==> src/rtl/oled_screen_driver_if.sv <==
// Panel-side SPI pins plus the frame-source address/data pair of the OLED driver.
// The driver owns the master modport; the panel/frame-source side owns the slave modport.
interface oled_screen_driver_if;
  logic       ioSclk;
  logic       ioSdin;
  logic       ioCs;
  logic       ioDc;
  logic       ioReset;
  logic [9:0] pixelAddress;
  logic [7:0] pixelData;

  modport master (
    output ioSclk, ioSdin, ioCs, ioDc, ioReset, pixelAddress,
    input  pixelData
  );

  modport slave (
    input  ioSclk, ioSdin, ioCs, ioDc, ioReset, pixelAddress,
    output pixelData
  );
endinterface

==> src/rtl/oled_screen_driver.sv <==
// SSD1306-style 128x64 OLED driver: power-up, 23-byte init list, then endless 1024-byte refresh over SPI.
// Init byte 18 cycles, data byte 17 cycles; no backpressure, the frame source answers one cycle after each address.
module oled_screen_driver #(
  parameter int unsigned STARTUP_WAIT = 10_000_000
) (
  input  logic                 clk,
  input  logic                 rst_btn,
  oled_screen_driver_if.master bus
);

  typedef enum logic [2:0] {
    INIT_POWER,
    LOAD_INIT_CMD,
    SEND,
    CHECK_FINISHED_INIT,
    LOAD_DATA
  } state_t;

  localparam logic [31:0] W      = 32'(STARTUP_WAIT);
  localparam logic [31:0] W2     = 2 * W;
  localparam logic [31:0] W3     = 3 * W;
  localparam logic [4:0]  N_CMDS = 5'd23;

  state_t      r_state;
  state_t      r_ret;
  logic [31:0] r_cnt;
  logic [4:0]  r_cmd_idx;
  logic [2:0]  r_bit;
  logic        r_phase;
  logic [7:0]  r_byte;
  logic        r_sclk;
  logic        r_sdin;
  logic        r_cs;
  logic        r_dc;
  logic        r_reset;
  logic [9:0]  r_addr;

  logic [31:0] w_cnt_next;
  logic [7:0]  w_cmd;

  assign w_cnt_next = r_cnt + 32'd1;

  always_comb begin
    w_cmd = 8'hAE;
    case (r_cmd_idx)
      5'd0:    w_cmd = 8'hAE;
      5'd1:    w_cmd = 8'h81;
      5'd2:    w_cmd = 8'h7F;
      5'd3:    w_cmd = 8'hA6;
      5'd4:    w_cmd = 8'h20;
      5'd5:    w_cmd = 8'h00;
      5'd6:    w_cmd = 8'hC8;
      5'd7:    w_cmd = 8'hA1;
      5'd8:    w_cmd = 8'h40;
      5'd9:    w_cmd = 8'hA8;
      5'd10:   w_cmd = 8'h3F;
      5'd11:   w_cmd = 8'hD3;
      5'd12:   w_cmd = 8'h00;
      5'd13:   w_cmd = 8'hD5;
      5'd14:   w_cmd = 8'h80;
      5'd15:   w_cmd = 8'hD9;
      5'd16:   w_cmd = 8'h22;
      5'd17:   w_cmd = 8'hDB;
      5'd18:   w_cmd = 8'h20;
      5'd19:   w_cmd = 8'h8D;
      5'd20:   w_cmd = 8'h14;
      5'd21:   w_cmd = 8'hA4;
      5'd22:   w_cmd = 8'hAF;
      default: w_cmd = 8'hAE;
    endcase
  end

  always_ff @(posedge clk or negedge rst_btn) begin
    if (!rst_btn) begin
      r_state   <= INIT_POWER;
      r_ret     <= INIT_POWER;
      r_cnt     <= '0;
      r_cmd_idx <= '0;
      r_bit     <= '0;
      r_phase   <= 1'b0;
      r_byte    <= '0;
      r_sclk    <= 1'b1;
      r_sdin    <= 1'b0;
      r_cs      <= 1'b1;
      r_dc      <= 1'b0;
      r_reset   <= 1'b1;
      r_addr    <= '0;
    end else begin
      case (r_state)
        INIT_POWER: begin
          // ioReset tracks the count the counter is about to hold, so it is registered in step with it
          r_reset <= !((w_cnt_next >= W) && (w_cnt_next < W2));
          if (w_cnt_next == W3) begin
            r_cnt   <= '0;
            r_state <= LOAD_INIT_CMD;
          end else begin
            r_cnt <= w_cnt_next;
          end
        end
        LOAD_INIT_CMD: begin
          r_cs      <= 1'b0;
          r_dc      <= 1'b0;
          r_byte    <= w_cmd;
          r_bit     <= 3'd7;
          r_cmd_idx <= r_cmd_idx + 5'd1;
          r_ret     <= CHECK_FINISHED_INIT;
          r_state   <= SEND;
        end
        SEND: begin
          if (!r_phase) begin
            r_sclk  <= 1'b0;
            r_sdin  <= r_byte[r_bit];
            r_phase <= 1'b1;
          end else begin
            r_sclk  <= 1'b1;
            r_phase <= 1'b0;
            if (r_bit == 3'd0) r_state <= r_ret;
            else               r_bit   <= r_bit - 3'd1;
          end
        end
        CHECK_FINISHED_INIT: begin
          r_state <= (r_cmd_idx == N_CMDS) ? LOAD_DATA : LOAD_INIT_CMD;
        end
        LOAD_DATA: begin
          // pixelData here belongs to r_addr, which has been stable for the whole previous byte
          r_cs    <= 1'b0;
          r_dc    <= 1'b1;
          r_byte  <= bus.pixelData;
          r_bit   <= 3'd7;
          r_ret   <= LOAD_DATA;
          r_state <= SEND;
          r_addr  <= r_addr + 10'd1;
        end
        default: r_state <= INIT_POWER;
      endcase
    end
  end

  assign bus.ioSclk       = r_sclk;
  assign bus.ioSdin       = r_sdin;
  assign bus.ioCs         = r_cs;
  assign bus.ioDc         = r_dc;
  assign bus.ioReset      = r_reset;
  assign bus.pixelAddress = r_addr;

endmodule

==> src/flat_wrapper.sv <==
// flat-port wrapper written by rule: the top's interface ports become plain ports
module oled_screen_driver_flat 
#(
  parameter int unsigned STARTUP_WAIT = 10_000_000
)
  (clk, rst_btn, bus_ioSclk, bus_ioSdin, bus_ioCs, bus_ioDc, bus_ioReset, bus_pixelAddress, bus_pixelData);
  oled_screen_driver_if bus_i ();
  input  logic clk;
  input  logic rst_btn;
  output wire logic [$bits(bus_i.ioSclk)-1:0] bus_ioSclk;
  output wire logic [$bits(bus_i.ioSdin)-1:0] bus_ioSdin;
  output wire logic [$bits(bus_i.ioCs)-1:0] bus_ioCs;
  output wire logic [$bits(bus_i.ioDc)-1:0] bus_ioDc;
  output wire logic [$bits(bus_i.ioReset)-1:0] bus_ioReset;
  output wire logic [$bits(bus_i.pixelAddress)-1:0] bus_pixelAddress;
  input wire logic [$bits(bus_i.pixelData)-1:0] bus_pixelData;
  assign bus_ioSclk = bus_i.ioSclk;
  assign bus_ioSdin = bus_i.ioSdin;
  assign bus_ioCs = bus_i.ioCs;
  assign bus_ioDc = bus_i.ioDc;
  assign bus_ioReset = bus_i.ioReset;
  assign bus_pixelAddress = bus_i.pixelAddress;
  assign bus_i.pixelData = bus_pixelData;
  oled_screen_driver #(.STARTUP_WAIT(STARTUP_WAIT)) u_core (.clk(clk), .rst_btn(rst_btn), .bus(bus_i));
endmodule
==> config.mk <==
export PLATFORM = sky130hd
export DESIGN_NAME = oled_screen_driver_flat
export DESIGN_NICKNAME = d
export VERILOG_FILES = /design/src/rtl/oled_screen_driver_if.sv /design/src/rtl/oled_screen_driver.sv /design/src/flat_wrapper.sv
export SDC_FILE = /design/constraint.sdc
export NUM_CORES = 1
export LEC_CHECK = 0
export ABC_CLOCK_PERIOD_IN_PS = 4520
export CORE_ASPECT_RATIO = 1.4
export CORE_MARGIN = 3
export CORE_UTILIZATION = 50
export CTS_BUF_LIST = sky130_fd_sc_hd__clkbuf_4 sky130_fd_sc_hd__clkbuf_8 sky130_fd_sc_hd__clkbuf_16
export CTS_CLUSTER_SIZE = 10
export DETAILED_ROUTE_END_ITERATION = 6
export PLACE_DENSITY = 0.8
export SLEW_MARGIN = 25
export SYNTH_ARGS = -nofsm -noshare
export SYNTH_HDL_FRONTEND = slang
export SYNTH_SLANG_ARGS = --single-unit
==> constraint.sdc <==
create_clock -name clk -period 4.52 [get_ports clk]
set_clock_uncertainty 0.2 [all_clocks]
set_input_delay 0.452 -clock clk [delete_from_list [all_inputs] [get_ports clk]]
set_output_delay 0.452 -clock clk [all_outputs]
set_load 0.05 [all_outputs]
After elaboration in Yosys (flattened, before gate mapping)
Memory sizes are Yosys's and may differ from the RTL's.
Index checks and enable logic that the tools add are counted.
{"block": "totals", "ff_bits": 70, "mem_bits_ro": 256, "in_bits": 10, "word_cells": 58, "n_memories": 1}
{"memory": "(no name shown)", "words": 32, "width": 8, "read_ports": 1, "rd_clocked_by_memory_dff": 0, "wr": 0, "line_no": "oled_screen_driver.sv:45", "rtl": "case (r_cmd_idx)"}
{"block": "classes", "addsub": 4, "magnitude_cmp": 3, "n_eq_ne": 10, "mux": 16, "bitwise": 1, "n_reduce_logical": 10}
{"operator": "$add 32x1->32 const B", "count": 1}
{"operator": "$eq 32x25->1 const B", "count": 1}
{"operator": "$ge 32x24->1 const B", "count": 1}
{"operator": "$lt 32x25->1 const B", "count": 1}
{"operator": "$mux 32", "count": 1}
{"operator": "$mux 3", "count": 6}
{"operator": "$pmux 8 s2", "count": 1}
{"operator": "$pmux 3 s2", "count": 2}
{"operator": "$pmux 3 s4", "count": 1}
{"operator": "$add 10x1->10 const B", "count": 1}
{"operator": "$eq 3x2->1 const B", "count": 2}
{"operator": "$logic_not 3->1", "count": 2}
{"operator": "$ne 2x1->1 const B", "count": 3}
{"operator": "$reduce_and 3->1", "count": 2}
{"operator": "$add 5x1->5 const B", "count": 1}
{"operator": "$eq 5x5->1 const B", "count": 1}
{"operator": "$lt 3x4->1 const B", "count": 1}
{"operator": "$reduce_bool 2->1", "count": 2}
{"operator": "$bmux 1 s3", "count": 1}
{"operator": "$eq 3x1->1 const B", "count": 1}
{"operator": "$eq 3x3->1 const B", "count": 1}
{"operator": "$mux 1", "count": 3}
{"operator": "$sub 3x1->3 const B", "count": 1}
{"operator": "$ne 2x2->1 const B", "count": 1}
{"operator": "other kinds (6)", "count": 6}

Longest topological paths before layout
{"block": "depth", "ltp_word": 4, "mapped_depth": 11, "ltp_nobuf": 9}

Worst setup path after synthesis
OpenSTA, ideal clock, no wires.
{"block": "synth_timing", "path_type": "register to register", "startpoint": "register u_core.r_cnt[0]", "endpoint": "register u_core.r_cnt[0]", "arrival_time_ps": 2626, "required_ps": 4202, "setup_slack_ps": 1576, "stages_incl_launch_ff": 11, "path_buffers": 1, "synth_period_minus_slack_ps": 2944, "cell_sequence": "dfrtp_1 -> ha_1 -> nand2_1 -> or4_1 -> xnor2_1 -> nor4_1 -> nand4_1 -> a2111oi_4 -> buf_6 -> nor3_2 -> a21o_1"}
{"block": "synth_between", "elab_chain_cells": 3}
{"item": "start: declaration", "line_no": "oled_screen_driver.sv:26", "rtl": "logic [31:0] r_cnt;"}
{"item": "start signal: assignment", "line_no": "oled_screen_driver.sv:97", "rtl": "r_cnt <= w_cnt_next;"}
{"item": "$add 32x1->32 *", "line_no": "oled_screen_driver.sv:41", "rtl": "assign w_cnt_next = r_cnt + 32'd1;"}
{"item": "$eq 32x25->1", "line_no": "oled_screen_driver.sv:93", "rtl": "if (w_cnt_next == W3) begin"}
{"item": "$mux 32 *", "line_no": "oled_screen_driver.sv:93"}
Mark *: on every way between the ends. The rest lies on a longest branch, timed or not.
A chain may end at the register's enable or synchronous reset.

Worst setup path after layout
{"block": "layout_timing", "startpoint": "register u_core.r_cnt[9]", "endpoint": "register u_core.r_cnt[23]"}
Same word-level chain as after synthesis.

==> run summary <==
DRC -> 0
Syn. warnings -> 0
Final HPWL DP -> 7.38 mm
Core ar. -> 0.00866 mm2
Initial Util -> 52.0%
CTS tree -> done
WP data arrival -> 3.88 ns
crit-path cells -> nand4_2, nor4_1, nand4b_1, a2111oi_0, nand4_1, a2111oi_4, nor3_1, a211o_1
Die Ht -> 118 um
# setup viols final -> 0
initial antenna violation count -> 0
sequential area share after synthesis -> 37.9%
IO buf count -> 24
Critical Path RT -> 4.54 ns
Syn Area/Cell -> 8.79 um2
Leak -> 2.06 nW
vias in the first global route -> 3,786
Die Span X -> 86.2 um
ANT cells -> 0
RSZ-0062 raised after global routing -> no
vias per inst -> 6.34
CTS Hold Bufs -> 0
First-pass DRT Iterations -> 5
area of the mapped netlist -> 0.00450 mm2
Rows -> 40
final core utilization -> 58.4%
Fin. Hold Viols -> 0
achievable clock frequency -> 0.259 GHz
total wire length -> 10.6 mm
die area -> 0.0102 mm2
actual slew at the worst max-slew pin -> 0.868 ns
critical path type -> register to register
Synth Register Bits -> 68
placer congestion estimate -> 0.931
I/O pins -> 25
cts bufs inserted -> 9
GR Overflow Total -> 0
setup repair bufs after CTS -> 0
clk sinks -> 68
Post-Syn Instances -> 512
Critical Path Source Type -> register
final period utilization -> 85.5%
first-pass GRT wire length -> 18.0 mm
# nets final -> 535
worst skew pair latency -> 0.33 ns
Longest Clk Path Bufs -> 2
CTS clk-pin slew, worst paths -> 0.06 ns
MaxCap Viol Count -> 0
Post-CTS Resized -> 0
most common cell after layout, fill and taps aside -> dfrtp_1
WP buf/inv -> 0
pin count of the biggest net entering global routing -> 69
crit-path max FO -> 13
top_reg_cell synth -> dfrtp_1
Iter 0 DRT Violations -> 408
min cycle time layout -> 3.86 ns
critical path capture point type -> register
CP top delay family -> compound AO/OA/AOI/OAI gates
H-Tree Depth -> 3
max-slew violation count -> 0
DR WL/cell -> 17.1 um
Post-synth EDFFs -> 0
Post-DRT Antenna Nets -> 0
commonest non-fill, non-tap cells in the layout -> dfrtp_1, nand2_1, xnor2_1, nor2_1, o21ai_0
crit-path max cell delay -> 0.79 ns
Syn Nets -> 535
DR vias -> 3,940
TNS Setup -> 0 ns
area growth from synthesis to layout -> 12.3%
Slowest cell on crit path -> a2111oi_4
maximum vdd drop -> 262 uV
Slew HR -> 42.1%
outcome -> finished clean
HP Class -> primary input to async pin
Async SR Flop Fraction -> 100%
Power Density -> 272 mW/mm2
root buf cell -> clkbuf_16
total track usage -> 22.0%
number of distinct library cells after synthesis -> 67
layout cell share with drive strength beyond 1 -> 8.33%
-- power breakdown --
part | leakage (nW) | total, mW | internal (mW) | switching, mW
registers | 0.902 | 0.610 | 0.610 | 0.000422
logic | 1.01 | 0.0200 | 0.00716 | 0.0128
clock network | 0.151 | 0.745 | 0.480 | 0.264
-- flip-flops by register name (all words and copies together), names as in the netlist, 2 cells and up --
register,count
u_core.r_cmd_idx,5
u_core.r_state,3
u_core.bus.pixelAddress,10
u_core.r_byte,8
u_core.r_ret,2
u_core.r_bit,3
u_core.r_cnt,32
-- final cells by class --
| class | instances | area (um2) |
|---|---|---|
| fillers | 753 | 3610 |
| multi-input cells | 390 | 2580 |
| flip-flops and latches | 68 | 1710 |
| repair buffers | 28 | 265 |
| clock buffers | 9 | 225 |
| well taps | 105 | 131 |
| clock inverters | 6 | 90.1 |
| inverters | 15 | 56.3 |
-- per-stage QoR --
step           hold WS, ns  area (um2)  setup WS [ns]  power [mW]  std cells
5_1_grt              0.181        5050          0.342        1.41        621
3_5_place_dp         0.269        4740          0.741       0.642        606
6_report             0.103        5050          0.656        1.37        621
2_1_floorplan      -0.0436        4500           1.58       0.621        512
4_1_cts              0.148        5050          0.735        1.39        621
3_3_place_gp         0.261        4740          0.963       0.641        606
-- cells by family (layout without fill, tap and decap cells) --
| logic type | Yosys count | count (layout) | share of synthesized area (%) |
|---|---|---|---|
| xor+xnor | 48 | 48 | 9.34 |
| buf+inv | 54 | 58 | 4.89 |
| simple gates | 210 | 210 | 25.1 |
| fa+ha+maj | 13 | 13 | 3.62 |
| compound gates | 109 | 109 | 16.3 |
| flops | 68 | 68 | 37.9 |
| mux | 10 | 10 | 2.86 |
-- cell usage after synthesis (4+ instances only) --
cell | n | area share, %
o21ai_0 | 25 | 2.8
o211ai_1 | 5 | 0.83
and3_1 | 9 | 1.3
clkbuf_1 | 32 | 2.7
xnor2_1 | 34 | 6.6
or3_1 | 12 | 1.7
a21oi_1 | 24 | 2.7
inv_1 | 15 | 1.3
xor2_1 | 14 | 2.7
o31ai_1 | 4 | 0.67
nand2_1 | 58 | 4.8
a21o_1 | 5 | 0.83
a31oi_1 | 9 | 1.3
nor3_1 | 22 | 2.4
buf_2 | 4 | 0.44
nor2_1 | 28 | 2.3
mux2i_1 | 5 | 1.1
nand4_1 | 14 | 1.9
o22ai_1 | 10 | 1.4
nor4_1 | 9 | 1.3
dfrtp_1 | 65 | 36
nand3_1 | 24 | 2.7
nand2b_1 | 5 | 0.70
ha_1 | 13 | 3.6
-- final timing paths --
check                                      startpoint                          to  cells after the start  slack (ns)
setup reg to reg                      u_core.r_cnt[9]            u_core.r_cnt[23]                      8        0.66
max in group asynchronous                     rst_btn            u_core.r_cnt[14]                      2        3.44
hold / removal                                rst_btn             u_core.r_cnt[3]                      2        0.10
min in group clk           u_core.bus.pixelAddress[9]  u_core.bus.pixelAddress[9]                      1        0.28
hold reg to reg            u_core.bus.pixelAddress[9]  u_core.bus.pixelAddress[9]                      1        0.28
setup / recovery                      u_core.r_cnt[9]            u_core.r_cnt[23]                      8        0.66
-- layer usage --
layer  track usage (%)  part of all wire [%]  wire length [um]
met5                 0                     0                 0
met4              13.2                   4.9               516
met3              4.39                   5.7               603
met2              36.2                    49              5250
met1              26.0                    40              4250
No activity file was read; power rests on OpenSTA's default activity.
